==> src/rtl/irq_pkg.sv <==
// Shared definitions for the interrupt controller: register-block selection,
// source-count limits, priority type and the bus address decoder.
// No ports; imported by irq_controller.
package irq_pkg;

    localparam int NUM_SRC_MAX   = 64;
    localparam int NUM_SRC_MULT  = 8;
    localparam int PRIO_BITS_DEF = 2;

    typedef logic [PRIO_BITS_DEF-1:0] prio_t;

    // Register blocks in address order: priority bytes, enable bytes, flag bytes.
    typedef enum logic [1:0] {
        BLK_NONE   = 2'd0,
        BLK_PRIO   = 2'd1,
        BLK_ENABLE = 2'd2,
        BLK_FLAG   = 2'd3
    } blk_e;

    typedef struct packed {
        blk_e       blk;
        logic [7:0] idx;   // byte index inside the selected block
    } reg_sel_t;

    // Maps a bus byte address to (block, byte index). Addresses below the base
    // wrap to a huge offset in the subtraction and so fall outside the map.
    function automatic reg_sel_t decode_addr(
        input logic [23:0] addr,
        input logic [23:0] base,
        input int          num_src,
        input int          prio_bits
    );
        logic [23:0] off;
        logic [23:0] en_off;
        logic [23:0] flag_off;
        logic [23:0] map_end;
        reg_sel_t    sel;
        off      = addr - base;
        en_off   = 24'(num_src * prio_bits / 8);
        flag_off = en_off + 24'(num_src / 8);
        map_end  = flag_off + 24'(num_src / 8);
        sel.blk  = BLK_NONE;
        sel.idx  = 8'd0;
        if (off < en_off) begin
            sel.blk = BLK_PRIO;
            sel.idx = 8'(off);
        end else if (off < flag_off) begin
            sel.blk = BLK_ENABLE;
            sel.idx = 8'(off - en_off);
        end else if (off < map_end) begin
            sel.blk = BLK_FLAG;
            sel.idx = 8'(off - flag_off);
        end
        return sel;
    endfunction

endpackage

==> src/rtl/irq_prio_encoder.sv <==
// Combinational priority selector: binary tree over the eligible sources,
// picking the highest priority, ties going to the lower index.
// Ports: eligible/prio_flat in; vld, idx, prio of the winner out.
module irq_prio_encoder #(
    parameter int N         = 32,
    parameter int PRIO_BITS = 2
) (
    input  logic [N-1:0]           eligible,
    input  logic [N*PRIO_BITS-1:0] prio_flat,
    output logic                   vld,
    output logic [$clog2(N)-1:0]   idx,
    output logic [PRIO_BITS-1:0]   prio
);

    localparam int LEVELS = $clog2(N);
    localparam int NP     = 1 << LEVELS;

    logic                 t_vld  [LEVELS+1][NP];
    logic [PRIO_BITS-1:0] t_prio [LEVELS+1][NP];
    logic [LEVELS-1:0]    t_idx  [LEVELS+1][NP];

    always_comb begin
        for (int l = 0; l <= LEVELS; l++) begin
            for (int j = 0; j < NP; j++) begin
                t_vld[l][j]  = 1'b0;
                t_prio[l][j] = '0;
                t_idx[l][j]  = '0;
            end
        end
        for (int j = 0; j < N; j++) begin
            t_vld[0][j]  = eligible[j];
            t_prio[0][j] = prio_flat[j*PRIO_BITS +: PRIO_BITS];
            t_idx[0][j]  = LEVELS'(j);
        end
        // The right (higher-index) child wins only on a strictly higher priority.
        for (int l = 0; l < LEVELS; l++) begin
            for (int j = 0; j < (NP >> (l + 1)); j++) begin
                if (t_vld[l][2*j+1] &&
                    (!t_vld[l][2*j] || (t_prio[l][2*j+1] > t_prio[l][2*j]))) begin
                    t_vld[l+1][j]  = 1'b1;
                    t_prio[l+1][j] = t_prio[l][2*j+1];
                    t_idx[l+1][j]  = t_idx[l][2*j+1];
                end else begin
                    t_vld[l+1][j]  = t_vld[l][2*j];
                    t_prio[l+1][j] = t_prio[l][2*j];
                    t_idx[l+1][j]  = t_idx[l][2*j];
                end
            end
        end
        vld  = t_vld[LEVELS][0];
        idx  = t_idx[LEVELS][0];
        prio = t_prio[LEVELS][0];
    end

endmodule

==> src/rtl/irq_controller.sv <==
// Interrupt controller: edge-latched flags, per-source enable/priority registers,
// registered highest-priority request (vector + level) to the CPU.
// Ports: clk/reset (sync, active-high); byte bus (bus_write/bus_read/bus_address_in/
// bus_data_in/bus_data_out); irq_src in; cpu_irq_mask in; irq_req/irq_vector/irq_prio out;
// irq_ack in. Optional IRQ_AUTO_CLEAR_EN: acknowledge clears the presented flag.
module irq_controller
    import irq_pkg::*;
#(
    parameter int          NUM_SRC   = 32,
    parameter int          PRIO_BITS = 2,
    parameter logic [23:0] BASE_ADDR = 24'h2020,
    parameter logic [7:0]  VEC_BASE  = 8'h03
) (
    input  logic                 clk,
    input  logic                 reset,
    input  logic                 bus_write,
    input  logic                 bus_read,
    input  logic [23:0]          bus_address_in,
    input  logic [7:0]           bus_data_in,
    output logic [7:0]           bus_data_out,
    input  logic [NUM_SRC-1:0]   irq_src,
    input  logic [PRIO_BITS-1:0] cpu_irq_mask,
    output logic                 irq_req,
    output logic [7:0]           irq_vector,
    output logic [PRIO_BITS-1:0] irq_prio,
    input  logic                 irq_ack
);

    localparam int PRIO_BYTES = NUM_SRC * PRIO_BITS / 8;
    localparam int BIT_BYTES  = NUM_SRC / 8;
    localparam int IDX_W      = $clog2(NUM_SRC);

    logic [NUM_SRC-1:0]           src_hist;
    logic [NUM_SRC-1:0]           flag;
    logic [NUM_SRC-1:0]           enable;
    logic [NUM_SRC*PRIO_BITS-1:0] prio_flat;
    logic [NUM_SRC-1:0]           edge_set;
    logic [NUM_SRC-1:0]           w1c_clr;
    logic [NUM_SRC-1:0]           ack_clr;
    logic [NUM_SRC-1:0]           eligible;
    logic                         ack_take;
    reg_sel_t                     sel;
    logic                         enc_vld;
    logic [IDX_W-1:0]             enc_idx;
    logic [PRIO_BITS-1:0]         enc_prio;

    // Reads have no side effects, so the strobe carries no information here.
    logic unused_ok;
    assign unused_ok = ^{bus_read, irq_ack};

    assign sel      = decode_addr(bus_address_in, BASE_ADDR, NUM_SRC, PRIO_BITS);
    assign edge_set = irq_src & ~src_hist;

    always_comb begin
        w1c_clr = '0;
        if (bus_write && sel.blk == BLK_FLAG) begin
            for (int b = 0; b < BIT_BYTES; b++) begin
                if (sel.idx == 8'(b)) begin
                    w1c_clr[b*8 +: 8] = bus_data_in;
                end
            end
        end
    end

`ifdef IRQ_AUTO_CLEAR_EN
    // Index of the source currently shown in irq_vector, kept to avoid subtracting VEC_BASE.
    logic [IDX_W-1:0] cur_idx;

    assign ack_take = irq_ack & irq_req;

    always_comb begin
        ack_clr = '0;
        if (ack_take) begin
            ack_clr[cur_idx] = 1'b1;
        end
    end

    always_ff @(posedge clk) begin
        if (reset) begin
            cur_idx <= '0;
        end else if (enc_vld && !ack_take) begin
            cur_idx <= enc_idx;
        end
    end
`else
    assign ack_take = 1'b0;
    assign ack_clr  = '0;
`endif

    always_comb begin
        for (int i = 0; i < NUM_SRC; i++) begin
            eligible[i] = flag[i] & enable[i] &
                          (prio_flat[i*PRIO_BITS +: PRIO_BITS] > cpu_irq_mask);
        end
    end

    irq_prio_encoder #(
        .N         (NUM_SRC),
        .PRIO_BITS (PRIO_BITS)
    ) u_prio_encoder (
        .eligible  (eligible),
        .prio_flat (prio_flat),
        .vld       (enc_vld),
        .idx       (enc_idx),
        .prio      (enc_prio)
    );

    // History loads the live inputs in reset so a source held high raises no flag.
    always_ff @(posedge clk) begin
        if (reset) begin
            src_hist  <= irq_src;
            flag      <= '0;
            enable    <= '0;
            prio_flat <= '0;
        end else begin
            src_hist <= irq_src;
            // OR-ing the edge in last makes a simultaneous set beat any clear.
            flag     <= (flag & ~(w1c_clr | ack_clr)) | edge_set;
            if (bus_write) begin
                for (int b = 0; b < PRIO_BYTES; b++) begin
                    if (sel.blk == BLK_PRIO && sel.idx == 8'(b)) begin
                        prio_flat[b*8 +: 8] <= bus_data_in;
                    end
                end
                for (int b = 0; b < BIT_BYTES; b++) begin
                    if (sel.blk == BLK_ENABLE && sel.idx == 8'(b)) begin
                        enable[b*8 +: 8] <= bus_data_in;
                    end
                end
            end
        end
    end

    // The encoder sees the flags before the ack clear lands, so the cycle after
    // an accepted ack is forced idle; vector/prio keep their last value when idle.
    always_ff @(posedge clk) begin
        if (reset) begin
            irq_req    <= 1'b0;
            irq_vector <= 8'h00;
            irq_prio   <= '0;
        end else if (ack_take) begin
            irq_req <= 1'b0;
        end else begin
            irq_req <= enc_vld;
            if (enc_vld) begin
                irq_vector <= VEC_BASE + 8'(enc_idx);
                irq_prio   <= enc_prio;
            end
        end
    end

    always_comb begin
        bus_data_out = 8'h00;
        for (int b = 0; b < PRIO_BYTES; b++) begin
            if (sel.blk == BLK_PRIO && sel.idx == 8'(b)) begin
                bus_data_out = prio_flat[b*8 +: 8];
            end
        end
        for (int b = 0; b < BIT_BYTES; b++) begin
            if (sel.blk == BLK_ENABLE && sel.idx == 8'(b)) begin
                bus_data_out = enable[b*8 +: 8];
            end
            if (sel.blk == BLK_FLAG && sel.idx == 8'(b)) begin
                bus_data_out = flag[b*8 +: 8];
            end
        end
    end

endmodule
==> config.mk <==
export PLATFORM = sky130hd
export DESIGN_NAME = irq_controller
export DESIGN_NICKNAME = d
export VERILOG_FILES = /design/src/rtl/irq_pkg.sv /design/src/rtl/irq_prio_encoder.sv /design/src/rtl/irq_controller.sv
export SDC_FILE = /design/constraint.sdc
export NUM_CORES = 1
export LEC_CHECK = 0
export BUFFER_PORTS_ARGS = -buffer_cell sky130_fd_sc_hd__buf_2
export CORE_MARGIN = 4
export CORE_UTILIZATION = 45
export CTS_CLUSTER_DIAMETER = 30
export DETAILED_ROUTE_END_ITERATION = 8
export PLACE_DENSITY = 0.66
export SYNTH_ARGS = -nofsm -noshare
export SYNTH_HDL_FRONTEND = slang
export SYNTH_SLANG_ARGS = --single-unit
==> constraint.sdc <==
create_clock -name clk -period 22 [get_ports clk]
set_input_delay 3.3 -clock clk [delete_from_list [all_inputs] [get_ports clk]]
set_output_delay 3.3 -clock clk [all_outputs]
set_load 0.1 [all_outputs]
==> results of run 1 <==
==> worst paths after layout <==
kind,cells after the start,to,slack [ns],from
worst max register to register,38,irq_vector[4]$_SDFFE_PP0P_,13.02,prio_flat[13]$_SDFFE_PP0P_
worst max-delay path,41,irq_vector[4]$_SDFFE_PP0P_,9.97,cpu_irq_mask[1]
worst min register to register,2,irq_vector[4]$_SDFFE_PP0P_,0.45,irq_vector[4]$_SDFFE_PP0P_
worst min-delay path,2,irq_vector[4]$_SDFFE_PP0P_,0.45,irq_vector[4]$_SDFFE_PP0P_
==> report_power, final <==
part / total [mW] / leakage [nW] / switching, mW / internal, mW
clock: 0.337 / 0.316 / 0.173 / 0.164
combinational: 0.0653 / 4.02 / 0.0439 / 0.0214
sequential: 0.321 / 1.38 / 0.00798 / 0.313
total: 0.723 / 5.71 / 0.225 / 0.498
==> layout make-up <==
cell class	count	area share (%)
clock buffer	17	3.07
tap	372	3.36
sequential	169	24.4
timing repair buffer	92	3.47
inverter	92	2.50
multi-input combinational	1209	61.5
clock inverter	15	1.68
==> cells in the final DEF (no fill, tap or decap), types with 9 or more instances in the layout <==
cell type,count
nand4_1,12
dfxtp_1,169
nand2_1,173
ha_1,126
o211ai_1,9
o2111a_1,9
nand2b_1,15
mux2_2,12
a221oi_1,13
or2_2,11
a21oi_1,113
and2_1,11
o2111ai_1,28
nand3_1,42
a2bb2oi_1,13
nor3_1,14
mux2i_1,99
and3_1,17
buf_2,84
clkbuf_16,17
nor2b_1,85
o21ba_2,9
a211oi_1,12
nor2_1,155
inv_1,91
o21ai_0,43
==> logic make-up (layout without fill, tap and decap cells) <==
| logic type | after synthesis | after routing | synth area share [%] |
|---|---|---|---|
| and+or+nand+nor | 577 | 577 | 23.2 |
| AOI/OAI and AO/OA | 377 | 377 | 21.8 |
| DFF | 169 | 169 | 27.1 |
| buffers and inverters | 152 | 216 | 4.83 |
| adders and majority gates | 132 | 132 | 13.1 |
| muxes | 115 | 115 | 9.41 |
| xor gates and xnor gates | 6 | 6 | 0.591 |
| other | 1 | 2 | 0.0300 |
==> routing by layer <==
| metal | wire (um) | part of all wire [%] | up-vias |
|---|---|---|---|
| li1 | - | - | 5659 |
| met1 | 17100 | 42 | 5643 |
| met5 | 0 | 0 | - |
| met4 | 2020 | 4.9 | 0 |
| met3 | 2970 | 7.3 | 106 |
| met2 | 18800 | 46 | 496 |
==> flip-flops by register name, indices dropped and copies added, names as in the netlist <==
| name | count |
|---|---|
| irq_req | 1 |
| flag | 32 |
| irq_prio | 2 |
| prio_flat | 64 |
| src_hist | 32 |
| irq_vector | 6 |
| enable | 32 |
==> synthesized netlist by cell type, types with 6 or more instances <==
cell / count
a2bb2oi_1: 13
dfxtp_1: 169
a21oi_1: 113
or2_2: 11
nor2b_1: 85
mux2_2: 12
nor2_1: 155
o22ai_1: 7
o221ai_1: 8
nand2b_1: 15
nand2_1: 173
o21a_1: 6
o2111ai_1: 28
o21ba_2: 9
a22o_1: 6
o21ai_0: 43
mux2i_1: 99
ha_1: 126
nor3_1: 14
nand4_1: 12
nand3_1: 42
o21ai_1: 6
a211oi_1: 12
o211ai_1: 9
and3_1: 17
a21o_1: 6
a22oi_1: 6
o2111a_1: 9
a221oi_1: 13
clkbuf_1: 47
inv_1: 91
and2_1: 11
a211o_1: 7
==> critical path, delay by kind of cell <==
kind,cells,cell delay (ns)
AO/OA/AOI/OAI,15,3.35
adder cells (fa/ha/maj),6,1.83
buffers and inverters,5,0.71
multiplexers,3,0.93
AND/OR/NAND/NOR,12,2.17
==> impl_metrics.ini, run 1 <==
[synthesis]
yosysSeqAreaShare_pct = 27.1
synth_edf_count = 0
synth_ff_type = dfxtp_1
yosys_warnings = 0
synth_area_leader_cell = dfxtp_1
avgSynthCellArea_um2 = 8.17
netlist_area_um2 = 12500
ys_ff_latch = 169
yosysTopAreaCellShare_pct = 27.1
synth_cell_types = 103
synthArstFlopShare_pct = 0
ys_top_cells_by_area = dfxtp_1, ha_1, mux2i_1
syn_inst = 1529

[layout]
stdcell_count = 1966
fin_util_pct = 51.1
stdcell_area_um2 = 13800
multiInputGateArea_um2 = 8510
ff_latch_area_um2 = 3380
fill_cells = 2603
diodes = 0
drive_above_1_share_pct = 12.6
syn2layout_area_growth_pct = 10.8
fin_nets = 1778

[setup_path]
crit_arrival_ns = 12.32
slowest_delay_ns = 0.53
cp-start-kind = input port
slowest_stage = o21ai_0
end_kind = flip-flop
critical_path_class = in2reg
critPathRequiredTime_ns = 22.28
worstPathMaxFanout = 32

[place]
place_area_um2 = 13200
io_buffers = 85
dp_cells = 1934
globalplace.congestion = 0.997
dp_hpwl_um = 30300
preCtsSetupSlack_ns = 9.79

[clock_tree]
cts_setup_buffers = 0
ctsRootBufferMaster = clkbuf_16
clock_path_buffers = 2
numCtsBuffers = 17
cts_sinks = 169
path_clk_slew_ns = 0.08
htree_levels = 4
tritoncts = built
clkLatencyLatePin_ns = 0.46
ctsResizeCount = 0
postCtsHoldBufs = 0

[detailed_routing]
drt_iter0_drc = 1288
vias = 11900
routedWlPerCell_um = 20.8
routed_wl_um = 40900
dr.pass1.iters = 7
drc = 0
viasPerCell = 6.05
antenna_left = 0

[pwr]
p_leak_nw = 5.71
cellPowerDensity_nw_per_um2 = 52.2
vdd_ir_drop_max_v = 0.0000398
total_power_mw = 0.723

[floorplanning]
io_pins = 90
start_util_pct = 46.1
dieWidth_um = 175
die_y_um = 175
core_area_um2 = 27100
rows = 60
die_area_um2 = 30500

[global_routing]
grt.met3_usage_pct = 4.00
busiest_layer = met2
met1_usage_pct = 34.3
antenna_found_initial = 0
use_met2_pct = 43.2
grt_pass1_wl_um = 63500
grt_use_total_pct = 26.3
grt_pass1_vias = 11100
grt-ovfl-total = 0
grt_max_degree = 102

[timing]
drv_slew = 0
hold_slack_ns = 0.453
post-route-min-period_ns = 12.03
fmax_mhz = 83.1
worst_slew_pin_slew_ns = 1.13
period_share_pct = 54.7
tns_ns = 0
max-slew-margin-rel_pct = 24.8
finalHoldViolCount = 0
skew_ns = 0.0187
finalSetupViolCount = 0
rsz0062_at_grt = false
finalWorstSetupSlack_ns = 9.97

[outcome]
status = finished clean

[hold_path]
hp-class = reg2reg

[job]
maxCapViolations = 0
No activity file was read; power rests on OpenSTA's default activity.
==> inputs of run 2 (changes only) <==
==> constraint.sdc (replaced) <==
create_clock -name clk -period 12.4 [get_ports clk]
set_input_delay 1.86 -clock clk [delete_from_list [all_inputs] [get_ports clk]]
set_output_delay 1.86 -clock clk [all_outputs]
set_load 0.1 [all_outputs]
==> impl_metrics.ini, run 2 (synthesized netlist as in run 1, its figures left out) <==
[clock_tree]
numCtsBuffers = 17
clock_path_buffers = 2
cts_sinks = 169
ctsResizeCount = 0
htree_levels = 4
path_clk_slew_ns = 0.07
clkLatencyLatePin_ns = 0.46
cts_setup_buffers = 0
ctsRootBufferMaster = clkbuf_16
tritoncts = built
postCtsHoldBufs = 0

[layout]
fin_nets = 1778
syn2layout_area_growth_pct = 10.8
stdcell_area_um2 = 13800
largest_register = prio_flat
final_common_cell = nand2_1
drive_above_1_share_pct = 12.6
layout_common_cells = nand2_1, dfxtp_1, nor2_1, ha_1, a21oi_1
fin_util_pct = 51.1
largest_reg_flops = 64

[detailed_routing]
routed_wl_um = 40800
dr.pass1.iters = 8
viasPerCell = 6.05
drt_iter0_drc = 1174
vias = 11900
drc = 0
routedWlPerCell_um = 20.8
antenna_left = 0

[job]
maxCapViolations = 0

[global_routing]
grt_max_degree = 102
grt-ovfl-total = 0
antenna_found_initial = 1
grt_pass1_vias = 11300
grt_use_total_pct = 26.3
grt_pass1_wl_um = 63600

[pwr]
vdd_ir_drop_max_v = 0.0000719
cellPowerDensity_nw_per_um2 = 92.4
p_leak_nw = 5.71

[setup_path]
slowest_stage = o21ai_0
end_kind = flip-flop
crit_arrival_ns = 10.84
critical_path_class = in2reg
worstPathMaxFanout = 22
cp-startpoint = cpu_irq_mask[1]
regToRegStartpoint = prio_flat[3]$_SDFFE_PP0P_
crit_family = compound AO/OA/AOI/OAI gates
critPathRequiredTime_ns = 12.68
cp-start-kind = input port
path_buf_inv = 5
rrSetupSlack_ns = 3.63
slowest_delay_ns = 0.48

[timing]
drv_slew = 0
max-slew-margin-rel_pct = 24.6
finalHoldViolCount = 0
period_share_pct = 85.2
tns_ns = 0
finalSetupViolCount = 0
worst_slew_pin_slew_ns = 1.13
fmax_mhz = 94.7
post-route-min-period_ns = 10.56
rsz0062_at_grt = false
skew_ns = 0.0182

[hold_path]
hp-start = irq_vector[0]$_SDFFE_PP0P_
hp-class = reg2reg

[floorplanning]
start_util_pct = 46.1
rows = 60
die_y_um = 175
core_area_um2 = 27100
die_area_um2 = 30500
io_pins = 90
dieWidth_um = 175

[place]
io_buffers = 85
dp_hpwl_um = 30600
globalplace.congestion = 1.00
place_area_um2 = 13200

[outcome]
status = finished clean
-- run 2: path summary, 6_finish.rpt --
path	depth (start not counted)	endpoint
max reg2reg	38	irq_vector[4]$_SDFFE_PP0P_
max	41	irq_vector[4]$_SDFFE_PP0P_
min	2	irq_vector[0]$_SDFFE_PP0P_
min reg2reg	2	irq_vector[0]$_SDFFE_PP0P_
-- run 2: stage by stage --
step,hold slack (ns),worst slack [ns],power [mW],instances
after floorplan,0.443,3.14,0.645,1530
after global placement,0.440,1.81,0.692,1934
after detailed placement,0.447,1.52,0.695,1934
after CTS,0.459,1.97,1.29,1966
after global routing,0.480,1.17,1.32,1967
final,0.452,1.84,1.28,1967
-- run 2: area by class of cell --
class	instances	area, um2
Fill cell	2572	13300
Inverter	92	345
Clock buffer	17	425
Timing Repair Buffer	92	480
Tap cell	372	465
Sequential cell	169	3380
Clock inverter	15	233
Multi-Input combinational cell	1209	8510
Antenna cell	1	2.50
-- run 2: layer usage --
| layer | track usage [%] | routed length, um | up-vias |
|---|---|---|---|
| li1 | - | - | 5659 |
| met2 | 43.8 | 19000 | 497 |
| met3 | 4.13 | 2750 | 116 |
| met5 | 0 | 0 | - |
| met4 | 12.2 | 2020 | 0 |
| met1 | 33.4 | 17100 | 5626 |
-- run 2: worst min-delay path, cell delays in order (launching register included) --
cell	delay [ns]
dfxtp_1	0.31
nand2_1	0.05
a21oi_1	0.05
-- run 2: power breakdown --
part           total [mW]  switching, mW  internal (mW)
clock               0.594          0.304          0.290
combinational       0.116         0.0781         0.0381
sequential          0.569         0.0141          0.555
==> inputs of run 3 (changes only) <==
--- a/config.mk
+++ b/config.mk
@@ -7,10 +7,10 @@
 export LEC_CHECK = 0
 export BUFFER_PORTS_ARGS = -buffer_cell sky130_fd_sc_hd__buf_2
 export CORE_MARGIN = 4
-export CORE_UTILIZATION = 45
+export CORE_UTILIZATION = 40
 export CTS_CLUSTER_DIAMETER = 30
 export DETAILED_ROUTE_END_ITERATION = 8
-export PLACE_DENSITY = 0.66
+export PLACE_DENSITY = 0.61
 export SYNTH_ARGS = -nofsm -noshare
 export SYNTH_HDL_FRONTEND = slang
 export SYNTH_SLANG_ARGS = --single-unit
==> constraint.sdc (replaced) <==
create_clock -name clk -period 12.6 [get_ports clk]
set_input_delay 1.89 -clock clk [delete_from_list [all_inputs] [get_ports clk]]
set_output_delay 1.89 -clock clk [all_outputs]
set_load 0.1 [all_outputs]
==> impl_metrics.ini, run 3 (synthesized netlist as in run 1, its figures left out) <==
[outcome]
status = finished clean

[hold_path]
hp-class = reg2reg

[setup_path]
crit_arrival_ns = 10.71
critPathRequiredTime_ns = 12.97
critical_path_class = in2reg
end_kind = flip-flop
slowest_stage = buf_2
cp-start-kind = input port
worstPathMaxFanout = 32
slowest_delay_ns = 0.66

[timing]
max-slew-margin-rel_pct = 37.5
fmax_mhz = 96.7
tns_ns = 0
rsz0062_at_grt = false
skew_ns = 0.00937
post-route-min-period_ns = 10.35
finalHoldViolCount = 0
period_share_pct = 82.1
worst_slew_pin_slew_ns = 0.930
hold_slack_ns = 0.450
finalSetupViolCount = 0
drv_slew = 0

[floorplanning]
die_area_um2 = 34100
dieWidth_um = 185
core_area_um2 = 30700
start_util_pct = 40.7
die_y_um = 185
io_pins = 90
rows = 64

[layout]
layout_common_cells = nand2_1, dfxtp_1, nor2_1, ha_1, a21oi_1
largest_register = prio_flat
largest_reg_flops = 64
fin_nets = 1778
syn2layout_area_growth_pct = 10.6
fin_util_pct = 45.0
fill_cells = 3048
multiInputGateArea_um2 = 8510
final_common_cell = nand2_1
drive_above_1_share_pct = 12.6
ff_latch_area_um2 = 3380

[detailed_routing]
viasPerCell = 5.95
dr_wl_met2_um = 19800
routed_wl_um = 41900
routedWlPerCell_um = 21.0
topRoutingLayerUsed = met4
wl_met3_um = 2490
met1_length_um = 17800
drt_iter0_drc = 1218
antenna_left = 0
vias = 11900
drc = 0
dr.pass1.iters = 6

[pwr]
cellPowerDensity_nw_per_um2 = 88.5
p_int_mw = 0.872
power_frac_comb_pct = 9.4
p_leak_nw = 5.68
vdd_ir_drop_max_v = 0.0000886
p_switching_mw = 0.351
p_sw_share_pct = 28.7
pwr-share-seq_pct = 45.9
clkPwrFrac_pct = 44.8

[clock_tree]
tritoncts = built
ctsRootBufferMaster = clkbuf_16
clock_path_buffers = 2
cts_setup_buffers = 0
postCtsHoldBufs = 0
numCtsBuffers = 17
htree_levels = 4
clkLatencyLatePin_ns = 0.44
ctsResizeCount = 0
path_clk_slew_ns = 0.07
cts_sinks = 169

[place]
globalplace.congestion = 0.979
io_buffers = 85
dp_hpwl_um = 31500

[job]
maxCapViolations = 0

[global_routing]
grt_max_degree = 77
grt_use_total_pct = 24.5
grt_pass1_vias = 11400
grt-ovfl-total = 0
antenna_found_initial = 2
grt_pass1_wl_um = 65000
[run 3: changes by cell type in the layout (fill, tap and decap cells not counted), sizes merged]
cell | previous run | this run
clkbuf | 17 | 18
clkinv | 4 | 5
bufinv | 0 | 1
diode | 1 | 2
clkinvlp | 0 | 1
inv | 103 | 98
[run 3: layout make-up]
type,count,share of cell area [%]
Clock inverter,13,1.15
Inverter,92,2.50
Timing Repair Buffer,92,3.48
Antenna cell,2,0.0362
Sequential cell,169,24.5
Multi-Input combinational cell,1209,61.6
Tap cell,396,3.59
Clock buffer,18,3.18
[run 3: power by group through the flow]
| stage | clock network, mW | logic (mW) | registers [mW] |
|---|---|---|---|
| finish | 0.547 | 0.114 | 0.561 |
| global route | 0.575 | 0.126 | 0.561 |
| detailed placement | 0 | 0.113 | 0.573 |
| CTS | 0.552 | 0.113 | 0.561 |
| global placement | 0 | 0.110 | 0.573 |
| floorplan | 0 | 0.0708 | 0.564 |
[run 3: critical path, delay by kind of cell]
| kind | cells | cell delay, ns |
|---|---|---|
| AO/OA/AOI/OAI | 16 | 3.47 |
| XOR/XNOR | 1 | 0.17 |
| adder cells (fa/ha/maj) | 6 | 1.89 |
| buffers and inverters | 4 | 0.91 |
| multiplexers | 2 | 0.65 |
| AND/OR/NAND/NOR | 10 | 1.71 |
[run 3: stage by stage]
stage	instance area (um2)	worst slack [ns]	total power, mW	instances
floorplan	12500	3.31	0.635	1530
global placement	13200	2.10	0.683	1958
detailed placement	13200	1.93	0.686	1958
CTS	13800	2.37	1.23	1989
global route	13800	1.62	1.26	1991
finish	13800	2.25	1.22	1991
[run 3: path summary, 6_finish.rpt]
check	startpoint	endpoint	slack, ns	cells after the start
setup / recovery	cpu_irq_mask[0]	irq_vector[2]$_SDFFE_PP0P_	2.25	39
hold / removal	irq_vector[2]$_SDFFE_PP0P_	irq_vector[2]$_SDFFE_PP0P_	0.45	2
setup reg to reg	prio_flat[9]$_SDFFE_PP0P_	irq_vector[2]$_SDFFE_PP0P_	3.82	37
hold reg to reg	irq_vector[2]$_SDFFE_PP0P_	irq_vector[2]$_SDFFE_PP0P_	0.45	2
[run 3: routing by layer]
metal	up-vias	global-route usage, %
met3	89	3.37
met2	416	41.0
li1	5642	-
met1	5707	31.3
met4	0	11.3
met5	-	0
